$ cat src/rtl/wb_rr_arbiter.sv
// ---------------------------------------------------------------------------
// wb_rr_arbiter
// Two-requester round-robin arbiter that shares one Wishbone master bus
// towards the I2CMB slave port (CSR/DPR/CMDR/FSMR). The DUT interrupt is
// routed to the requester that was granted most recently.
//
// Optional feature macro: WB_ARB_TIMEOUT_EN
//   When defined, a stalled-transfer counter aborts the owner after
//   TIMEOUT_CYCLES unacknowledged strobe cycles. The owner sees a one-cycle
//   err pulse, and the bus stays parked in ABORT until the owner drops cyc.
//   When undefined, there is no counter and mN_err_o is tied to 0.
//
// Ports
//   clk_i, rst_n_i       clock, asynchronous active-low reset
//   mN_cyc/stb/we/adr/dat_i  requester N (N=0,1) Wishbone master inputs
//   mN_dat_o             read data to requester N (broadcast of s_dat_i)
//   mN_ack_o             ack to requester N (owner only)
//   mN_err_o             timeout abort to requester N
//   mN_irq_o             interrupt to requester N (irq owner only)
//   s_cyc/stb/we/adr/dat_o   slave-side Wishbone outputs
//   s_dat_i, s_ack_i     slave read data / ack
//   irq_i                DUT interrupt
// ---------------------------------------------------------------------------
module wb_rr_arbiter #(
    parameter int unsigned ADDR_WIDTH     = 2,
    parameter int unsigned DATA_WIDTH     = 8,
    parameter int unsigned TIMEOUT_CYCLES = 64
) (
    input  logic                  clk_i,
    input  logic                  rst_n_i,

    input  logic                  m0_cyc_i,
    input  logic                  m0_stb_i,
    input  logic                  m0_we_i,
    input  logic [ADDR_WIDTH-1:0] m0_adr_i,
    input  logic [DATA_WIDTH-1:0] m0_dat_i,
    output logic [DATA_WIDTH-1:0] m0_dat_o,
    output logic                  m0_ack_o,
    output logic                  m0_err_o,
    output logic                  m0_irq_o,

    input  logic                  m1_cyc_i,
    input  logic                  m1_stb_i,
    input  logic                  m1_we_i,
    input  logic [ADDR_WIDTH-1:0] m1_adr_i,
    input  logic [DATA_WIDTH-1:0] m1_dat_i,
    output logic [DATA_WIDTH-1:0] m1_dat_o,
    output logic                  m1_ack_o,
    output logic                  m1_err_o,
    output logic                  m1_irq_o,

    output logic                  s_cyc_o,
    output logic                  s_stb_o,
    output logic                  s_we_o,
    output logic [ADDR_WIDTH-1:0] s_adr_o,
    output logic [DATA_WIDTH-1:0] s_dat_o,
    input  logic [DATA_WIDTH-1:0] s_dat_i,
    input  logic                  s_ack_i,

    input  logic                  irq_i
);

    typedef enum logic [1:0] {
        ST_IDLE  = 2'd0,
        ST_GNT0  = 2'd1,
        ST_GNT1  = 2'd2,
        ST_ABORT = 2'd3
    } state_t;

    state_t state_q;
    state_t state_d;
    logic   last_grant_q;
    logic   irq_owner_q;
    logic   grant_load_c;
    logic   grant_idx_c;
    logic   timeout_c;

    // A zero limit would abort every transfer on its first cycle.
    if (TIMEOUT_CYCLES == 0) begin : g_bad_cfg
        $error("wb_rr_arbiter: TIMEOUT_CYCLES must be nonzero");
    end

`ifdef WB_ARB_TIMEOUT_EN
    localparam int unsigned CNT_W = $clog2(TIMEOUT_CYCLES + 1);

    logic [CNT_W-1:0] stall_cnt_q;
    logic             in_gnt_c;

    assign in_gnt_c  = (state_q == ST_GNT0) || (state_q == ST_GNT1);
    assign timeout_c = in_gnt_c && (stall_cnt_q == CNT_W'(TIMEOUT_CYCLES));

    // Stall counter: owner strobing without ack; cleared on ack or state change.
    always_ff @(posedge clk_i or negedge rst_n_i) begin
        if (!rst_n_i) begin
            stall_cnt_q <= '0;
        end else if (state_d != state_q || s_ack_i || !in_gnt_c) begin
            stall_cnt_q <= '0;
        end else if (s_stb_o && !timeout_c) begin
            stall_cnt_q <= stall_cnt_q + CNT_W'(1);
        end
    end
`else
    assign timeout_c = 1'b0;
`endif

    // State register plus grant history; both load only when a grant is issued.
    always_ff @(posedge clk_i or negedge rst_n_i) begin
        if (!rst_n_i) begin
            state_q      <= ST_IDLE;
            last_grant_q <= 1'b1;
            irq_owner_q  <= 1'b0;
        end else begin
            state_q <= state_d;
            if (grant_load_c) begin
                last_grant_q <= grant_idx_c;
                irq_owner_q  <= grant_idx_c;
            end
        end
    end

    // Next-state: round-robin pick in IDLE, hold while owner keeps cyc.
    always_comb begin
        state_d      = state_q;
        grant_load_c = 1'b0;
        grant_idx_c  = 1'b0;
        case (state_q)
            ST_IDLE: begin
                if (m0_cyc_i && m1_cyc_i) begin
                    grant_load_c = 1'b1;
                    grant_idx_c  = ~last_grant_q;
                end else if (m0_cyc_i) begin
                    grant_load_c = 1'b1;
                    grant_idx_c  = 1'b0;
                end else if (m1_cyc_i) begin
                    grant_load_c = 1'b1;
                    grant_idx_c  = 1'b1;
                end
                if (grant_load_c) begin
                    state_d = grant_idx_c ? ST_GNT1 : ST_GNT0;
                end
            end
            ST_GNT0: begin
                if (!m0_cyc_i) begin
                    state_d = ST_IDLE;
                end else if (timeout_c) begin
                    state_d = ST_ABORT;
                end
            end
            ST_GNT1: begin
                if (!m1_cyc_i) begin
                    state_d = ST_IDLE;
                end else if (timeout_c) begin
                    state_d = ST_ABORT;
                end
            end
`ifdef WB_ARB_TIMEOUT_EN
            ST_ABORT: begin
                // Park until the aborted owner lets go of the bus.
                if (!(last_grant_q ? m1_cyc_i : m0_cyc_i)) begin
                    state_d = ST_IDLE;
                end
            end
`endif
            default: begin
                state_d = ST_IDLE;
            end
        endcase
    end

    // Output decode: slave bus mirrors the owner; abort cycle drops cyc/stb.
    always_comb begin
        s_cyc_o  = 1'b0;
        s_stb_o  = 1'b0;
        s_we_o   = 1'b0;
        s_adr_o  = '0;
        s_dat_o  = '0;
        m0_ack_o = 1'b0;
        m1_ack_o = 1'b0;
        m0_err_o = 1'b0;
        m1_err_o = 1'b0;
        case (state_q)
            ST_GNT0: begin
                s_we_o  = m0_we_i;
                s_adr_o = m0_adr_i;
                s_dat_o = m0_dat_i;
                if (timeout_c) begin
                    m0_err_o = 1'b1;
                end else begin
                    s_cyc_o  = m0_cyc_i;
                    s_stb_o  = m0_stb_i;
                    m0_ack_o = s_ack_i;
                end
            end
            ST_GNT1: begin
                s_we_o  = m1_we_i;
                s_adr_o = m1_adr_i;
                s_dat_o = m1_dat_i;
                if (timeout_c) begin
                    m1_err_o = 1'b1;
                end else begin
                    s_cyc_o  = m1_cyc_i;
                    s_stb_o  = m1_stb_i;
                    m1_ack_o = s_ack_i;
                end
            end
            default: begin
            end
        endcase
    end

    assign m0_dat_o = s_dat_i;
    assign m1_dat_o = s_dat_i;

    // Interrupt follows the most recent grant, surviving release.
    assign m0_irq_o = irq_i & ~irq_owner_q;
    assign m1_irq_o = irq_i &  irq_owner_q;

endmodule

$ cat config.mk
export PLATFORM = sky130hd
export DESIGN_NAME = wb_rr_arbiter
export DESIGN_NICKNAME = d
export VERILOG_FILES = /design/src/rtl/wb_rr_arbiter.sv
export SDC_FILE = /design/constraint.sdc
export NUM_CORES = 1
export LEC_CHECK = 0
export ABC_AREA = 1
export BUFFER_PORTS_ARGS = -buffer_cell sky130_fd_sc_hd__buf_4
export CORE_UTILIZATION = 29
export DETAILED_ROUTE_END_ITERATION = 7
export PLACE_DENSITY = 0.87
export SYNTH_ARGS = -nofsm -noshare
export SYNTH_HDL_FRONTEND = slang
export SYNTH_SLANG_ARGS = --single-unit
export TNS_END_PERCENT = 30
$ cat constraint.sdc
create_clock -name clk_i -period 1 [get_ports clk_i]
set_input_delay 0.05 -clock clk_i [delete_from_list [all_inputs] [get_ports clk_i]]
set_output_delay 0.05 -clock clk_i [all_outputs]
set_load 0.02 [all_outputs]
==> results of run 1 <==
==> power groups by stage <==
stage	logic (mW)	clock network [mW]	registers, mW
after floorplan	1.76	0	0.297
after global placement	2.34	0	0.304
after detailed placement	2.40	0	0.311
after CTS	2.80	0.246	0.313
after global routing	3.41	0.260	0.325
final	3.18	0.233	0.315
==> routing by layer <==
| layer | vias up | routed length [microns] | share of wire, % | GRT usage [%] |
|---|---|---|---|---|
| li1 | 371 | - | - | - |
| met1 | 334 | 698 | 37 | 14.94 |
| met2 | 37 | 1012 | 54 | 31.78 |
| met3 | 4 | 151 | 8.0 | 3.462 |
| met4 | 0 | 27 | 1.4 | 11.43 |
| met5 | - | 0 | 0 | 0 |
==> cell type report <==
cell class              instances  area, sq um
repair buffers                 59        538.0
multi-input cells              66        523.0
fillers                       164        676.9
clock buffers                   4        26.28
inverters                      10        42.54
well taps                      27        33.78
flip-flops and latches          4        101.3
==> stage by stage <==
step | utilization, % | hold WS (ns) | power, mW | TNS [ns] | std cells
2_1_floorplan | - | -0.2456 | 2.059 | -1.827 | 101
3_3_place_gp | 52.00 | -0.1540 | 2.648 | -3.847 | 158
3_5_place_dp | 52.00 | -0.1505 | 2.706 | -4.716 | 158
4_1_cts | 59.41 | 0.1002 | 3.359 | -7.031 | 165
5_1_grt | 65.14 | 0.1001 | 3.993 | -8.394 | 170
6_report | 65.14 | 0.1000 | 3.730 | -7.220 | 170
==> flip-flops by register name, summed over array words and instances, names as in the netlist <==
register,cells
last_grant_q,1
irq_owner_q,1
state_q,2
==> cells by family after synthesis <==
family / count (synthesis) / share of synthesized area, %
other cells: 1 / 0.6283
compound gates: 14 / 11.74
simple gates: 47 / 30.82
fa+ha+maj: 3 / 6.290
buf+inv: 31 / 33.54
flops: 4 / 16.98
==> worst max-delay path: stages (launching register included) <==
cell and delay, ns:
sky130_fd_sc_hd__dfrtp_1 0.39, sky130_fd_sc_hd__inv_2 0.11, sky130_fd_sc_hd__ha_4 0.15, sky130_fd_sc_hd__buf_6 0.13, sky130_fd_sc_hd__nand2_1 0.09, sky130_fd_sc_hd__a21oi_4 0.16, sky130_fd_sc_hd__buf_6 0.13
==> repair_timing <==
action	CTS	global route
hold buffers	1	0
buffers inserted	2	5
hold endpoints to repair	4	0
pin swaps	2	7
setup endpoints to repair	19	21
gates resized for setup	27	22
==> synthesized netlist by cell type <==
library cell	instances	share of area [%]
sky130_fd_sc_hd__inv_1	9	5.7
sky130_fd_sc_hd__nand3_1	2	1.7
sky130_fd_sc_hd__nand2_2	1	1.0
sky130_fd_sc_hd__o21ai_0	2	1.7
sky130_fd_sc_hd__inv_2	1	0.63
sky130_fd_sc_hd__nand2_1	39	25
sky130_fd_sc_hd__dfrtp_1	3	13
sky130_fd_sc_hd__ha_1	3	6.3
sky130_fd_sc_hd__conb_1	1	0.63
sky130_fd_sc_hd__buf_2	1	0.84
sky130_fd_sc_hd__nor2_1	4	2.5
sky130_fd_sc_hd__buf_6	2	3.8
sky130_fd_sc_hd__a21oi_1	12	10
sky130_fd_sc_hd__dfstp_2	1	4.4
sky130_fd_sc_hd__nor2_2	1	1.0
sky130_fd_sc_hd__buf_4	18	23
==> final timing paths <==
| check | start | endpoint | slack, ns | cells after the start |
|---|---|---|---|---|
| hold reg to reg | last_grant_q$_DFFE_PN1P_ | last_grant_q$_DFFE_PN1P_ | 0.49 | 2 |
| hold / removal | s_dat_i[1] | m0_dat_o[1] | 0.10 | 0 |
| setup / recovery | state_q[1]$_DFFE_PN0P_ | s_stb_o | -0.47 | 6 |
| setup reg to reg | state_q[0]$_DFFE_PN0P_ | state_q[1]$_DFFE_PN0P_ | -0.35 | 10 |
| max in group asynchronous | rst_n_i | last_grant_q$_DFFE_PN1P_ | 0.67 | 2 |
| min in group asynchronous | rst_n_i | irq_owner_q$_DFFE_PN0P_ | 0.13 | 2 |
==> results.md, run 1 <==
Timing:
- The worst clock skew is ~0.0038 ns.
- For this run, the top clock speed supported by timing is roughly 680 MHz.
- The final setup violation count is 17.
- The routed design could run at a clock period as short as 1.467 ns.
- Setup repair after global routing could not meet its margin everywhere.
- Of the available clock period, the critical path in the final layout requires 146.7%.
- The total count of max-transition violations in the final report came to 0.
- The final critical-path setup slack is -0.4667 ns.
- The number of endpoints with negative hold slack in the final report is 0.

Routing:
- The vias after detailed routing is about 750.
- In this run the remaining antenna-violating nets after routing total 0.
- The initial DRC count is 9.
- After detailed routing, the total wire length is 1.890 mm.
- Using the TritonRoute via totals, the vias-per-cell ratio works out to roughly 4.4.
- After detailed routing, the average wire length per cell comes to 11.12 microns.
- The DRC violation count after routing is 0.
- The pre-antenna-repair detailed-routing pass consisted of 4 iterations.

Cells and area:
- Of the cells placed in the final design, the portion with a size suffix greater than 1 is about 69%.
- The final instance area is between 1000 and 1500 sq um.
- Leaving out fill and tap cells, the most frequent cell in the layout is sky130_fd_sc_hd__buf_4.
- Leaving out fill and tap cells, the most frequent cells in the layout are sky130_fd_sc_hd__buf_4, sky130_fd_sc_hd__nand2_1, sky130_fd_sc_hd__buf_6, sky130_fd_sc_hd__a21oi_4, sky130_fd_sc_hd__nand2_2.
- The repair_antennas step left the layout with diodes totalling 0.
- The net total in the final layout is ~190.
- The synthesis-to-layout area growth is 111.9%.

Clock network:
- After clock tree synthesis, the clock-pin slew on the worst setup and hold paths is 0.04 ns.
- The clock root buffer is sky130_fd_sc_hd__clkbuf_4.
- TritonCTS built the clock tree.
- The clock tree buffer depth is 2.
- At the later pin of the worst-skew pair, clock insertion delay measures between 0.2 and 0.25 ns.
- The number of buffers created by CTS is 3.
- CTS built an H-tree with a depth of 1.
- The clock net in this run drives a total of 4 sinks.

Global route:
- The via count of the first global-routing pass was ~670.
- The first global-routing pass estimated 2.532 mm of wire.
- The total congestion overflow is 0.
- The number of antenna violations at the first check in global routing is 0.
- The all-layer global routing usage is 16.47%.
- The pin count of the biggest net entering global routing is 15.

Pwr:
- Summed over all cells, the static leakage comes to slightly below 0.6 nW.
- Internal power comes to ~1.9 mW.
- For this design the ratio of total power to cell area is around 3000 nW/um^2.
- The fraction of power consumed by combinational cells is between 80 and 90%.
- The share of total power in sequential cells is roughly 8.5%.
- The maximum resistive drop on vdd is 1.526 mV.
- The clock network is responsible for 6.2% of the overall power.
- Net switching is around half of the power.
- The switching power summed over all nets is between 1.5 and 2 mW.

Floorplanning:
- between 70 and 80 I/O pins were placed.
- The die is 47.37 microns tall.
- The initialized floorplan defines 16 standard-cell rows.
- For this configuration, the core starts out at a cell density of ~30%.
- The core outline area is between 1500 and 2000 sq um.
- The die covers ~2200 sq um.
- The die is 47.37 microns wide.

Place:
- The number of port buffers is 46.
- Timing analysis after detailed placement gives a worst setup slack of -0.3140 ns.
- The HPWL after detailed placement is between 1 and 1.5 mm.
- The cell area reported after detailed placement is between 1000 and 1500 sq um.
- Routability-driven placement finished with a final weighted congestion of roughly 0.74.

Setup path:
- The required time of the worst setup path is roughly 0.95 ns.
- The data arrival time of the critical path is approximately 1.4 ns.
- The kind of capture point of the worst setup path is an output port.
- The startpoint-to-endpoint class of the critical path is flop to output port.
- The maximum fanout along the worst path is 7.
- The worst setup path is launched from a flop.

Run:
- The number of maximum-capacitance violations is 0.

Synth:
- The number of distinct library cells after synthesis is 16.
- The number of standard cells after synthesis is 100.
- After synthesis the netlist holds a flip-flop and latch count of 4.
- The total standard cell area after synthesis is around 600 sq um.
- Of the synthesized area, sequential elements account for between 10% and 20%.
- The number of warnings reported in the yosys synthesis log is 0.
- The mean instance size in the synthesized netlist is 5.968 sq um.

Worst hold path:
- The worst hold-check path type is input port to output port.

Outcome:
- The run finished, with violations left.
- The checks that failed: negative setup slack.
Power figures use the tool's default switching activity.
==> run 2: changes to the inputs <==
--- a/config.mk
+++ b/config.mk
@@ -9,7 +9,7 @@
 export BUFFER_PORTS_ARGS = -buffer_cell sky130_fd_sc_hd__buf_4
 export CORE_UTILIZATION = 29
 export DETAILED_ROUTE_END_ITERATION = 7
-export PLACE_DENSITY = 0.87
+export PLACE_DENSITY = 0.86
 export SYNTH_ARGS = -nofsm -noshare
 export SYNTH_HDL_FRONTEND = slang
 export SYNTH_SLANG_ARGS = --single-unit
==> results.md, run 2 (synthesis results as in run 1) <==
Floorplanning:
- The core outline area is 1942 sq um.
- The floorplan die area is ~2200 sq um.
- The die span in y is ~47 microns.
- The number of top-level design ports is between 70 and 80.
- The floorplan has 16 rows.
- The overall die width is about 47 microns.
- The effective utilization at floorplan is a little over 30%.

Pwr:
- The switching part of the total is 46.73%.
- The part of the power in the clock network is between 5 and 6%.
- Overall power consumption after layout is estimated at roughly 3.9 mW.
- The fraction of power consumed by combinational cells is between 80% and 90%.
- Power spread over the standard cell area amounts to just over 3000 nW/um^2.
- Summed over all cells, the static leakage comes to a little under 0.6 nW.
- Registers are responsible for under 10% of the overall power.
- IR analysis of the VDD net gives a maximum drop of ~1.9 mV.
- The switching power summed over all nets is 1.806 mW.
- The total internal power is just over 2 mW.

Routing:
- The detailed-route wire length per cell is about 11 microns.
- Before antenna repair, the detailed router went through 4 iterations.
- The detailed-route vias per instance is around 4.5.
- The count of nets left with antenna violations after detail routing is 0.
- The detailed router finished its first iteration with 7 violations.
- The final layout contains routed wiring with a total length of about 1.9 mm.
- The vias after detailed routing is about 760.
- In the routed design, unresolved DRC markers number 0.

Place:
- In this run the cell area measured after placement is approximately 1000 sq um.
- Port buffering added 46 buffers.
- Detailed placement ended at an HPWL of around 1.3 mm.
- The congestion estimate from routability-driven global placement came to 0.6383.

Cells and area:
- The library cell used most frequently in the layout, excluding fill and tap cells, is sky130_fd_sc_hd__buf_4.
- The final-layout fill cell count is between 150 and 200.
- The number of flip-flops under the largest register name is 2.
- The net total in the final layout is 185.
- Counting flops per register, the top entry is state_q.
- The repair_antennas step left the layout with diodes totalling 0.
- Summing all non-filler instances in the final layout gives an area of approximately 1300 sq um.
- The area growth from synthesis to layout is 109.9%.
- In the final layout, the registers with the most flip-flops are state_q (2), irq_owner_q (1), last_grant_q (1).
- The library cells used most frequently in the layout, excluding fill and tap cells, are sky130_fd_sc_hd__buf_4, sky130_fd_sc_hd__nand2_1, sky130_fd_sc_hd__buf_6, sky130_fd_sc_hd__a21oi_4, sky130_fd_sc_hd__nand2_2.
- The final core utilization is about 64%.
- The share of final-layout standard cells stronger than drive strength 1 is 66.43%.

Clock network:
- In this run the number of H-tree levels came out at 1.
- The clock tree from TritonCTS is done.
- CTS saw 4 sinks.
- The number of clock buffers added by TritonCTS is 3.
- In this run the deepest clock path goes through 2 buffers.
- The clock network latency to the later pin of the worst-skew pair is 0.24 ns.
- The clock root buffer is sky130_fd_sc_hd__clkbuf_4.
- After clock tree synthesis, the clock-pin slew on the worst setup and hold paths is approximately 0.040 ns.

Timing:
- The ratio of final minimum period to clock period is 145.3%.
- The final setup violation count is 17.
- The worst clock skew is between 0.006 and 0.007 ns.
- Across all hold checks on the routed design, the worst slack comes to roughly 0.1 ns.
- The total count of max-transition violations in the final report is 0.
- Once routing completed, OpenROAD measured the worst setup slack at -0.4534 ns.
- Based on the critical path, the design can be clocked at up to approximately 700 MHz.
- After routing, the total negative slack on setup checks comes to -6.971 ns.
- The number of endpoints with negative hold slack in the final report is 0.
- The final critical-path required period is around 1.5 ns.
- Setup repair after global routing could not meet its margin everywhere.

Global route:
- In the global route stage, overall resource usage came out at 16.22%.
- The number of antenna violations at the first check in global routing is 0.
- The total congestion overflow is 0.
- Entering global routing, the biggest net connects 11 pins.
- The via count of the first global-routing pass came to between 600 and 700.
- The first global-routing pass estimated 2.518 mm of wire.

Setup path:
- For the worst setup path, the data arrival time is roughly 1.4 ns.
- The critical path is of the flop to output port type.
- STA classifies the critical path endpoint as an output port.
- Data on the critical path is required at its endpoint by around 0.95 ns.
- Along the worst path, the maximum fanout reaches 5.
- The type of element launching the critical path is a flop.

Worst hold path:
- The min-delay analysis places its worst path in the category input port to output port.

Outcome:
- The flow ran to the end, but the final reports show violations.
- The checks that failed: negative setup slack.

Run:
- The number of maximum-capacitance violations is 0.
-- run 2: cell counts in the layout (fill, tap and decap cells not counted) --
No cell type changed its count.
-- run 2: through the flow --
step	std cells	setup slack, ns
3_3_place_gp	158	-0.2933
2_1_floorplan	101	-0.1326
5_1_grt	170	-0.5398
4_1_cts	170	-0.4546
3_5_place_dp	158	-0.3646
6_report	170	-0.4534
-- run 2: cell type report --
type	instances	area, sq um	share of cell area, %
timing repair buffer	59	555.5	44.36
multi-input combinational	66	490.5	39.16
sequential	4	101.3	8.092
inverter	10	45.04	3.596
tap	27	33.78	2.697
clock buffer	4	26.28	2.098
-- run 2: path summary, 6_finish.rpt --
| check | from | to | slack [ns] | cells after the start |
|---|---|---|---|---|
| min reg2reg | last_grant_q$_DFFE_PN1P_ | last_grant_q$_DFFE_PN1P_ | 0.50 | 2 |
| min in group asynchronous | rst_n_i | state_q[0]$_DFFE_PN0P_ | 0.15 | 2 |
| min | s_dat_i[2] | m0_dat_o[2] | 0.10 | 0 |
| max | state_q[0]$_DFFE_PN0P_ | s_adr_o[1] | -0.45 | 6 |
| max in group asynchronous | rst_n_i | last_grant_q$_DFFE_PN1P_ | 0.65 | 2 |
| max reg2reg | state_q[1]$_DFFE_PN0P_ | state_q[0]$_DFFE_PN0P_ | -0.25 | 8 |
-- run 2: per-layer routing --
metal / wire (microns) / GRT usage [%]
met1: 663 / 13.76
met2: 1103 / 35.62
met3: 133 / 0.7692
met4: 20 / 8.571
met5: 0 / 0
-- run 2: worst max-delay path, cell delays in order (launching register included) --
cell	delay [ns]
sky130_fd_sc_hd__dfrtp_1	0.36
sky130_fd_sc_hd__inv_2	0.08
sky130_fd_sc_hd__ha_4	0.29
sky130_fd_sc_hd__inv_6	0.05
sky130_fd_sc_hd__buf_16	0.14
sky130_fd_sc_hd__a21oi_4	0.11
sky130_fd_sc_hd__buf_6	0.13
-- run 2: power groups by stage --
stage / registers (mW) / clock network [mW] / logic (mW)
2_1_floorplan: 0.297 / 0 / 1.76
3_3_place_gp: 0.302 / 0 / 2.31
3_5_place_dp: 0.313 / 0 / 2.39
4_1_cts: 0.305 / 0.228 / 3.28
5_1_grt: 0.321 / 0.246 / 3.56
6_report: 0.313 / 0.215 / 3.34
-- run 2: timing repair --
action                     CTS  global route
setup buffers                6             0
setup endpoints to repair   19            19
hold buffers                 1             0
hold endpoints to repair     4             0
gates resized for setup     34             4
pin swaps                    6             1
cloned                       1             0
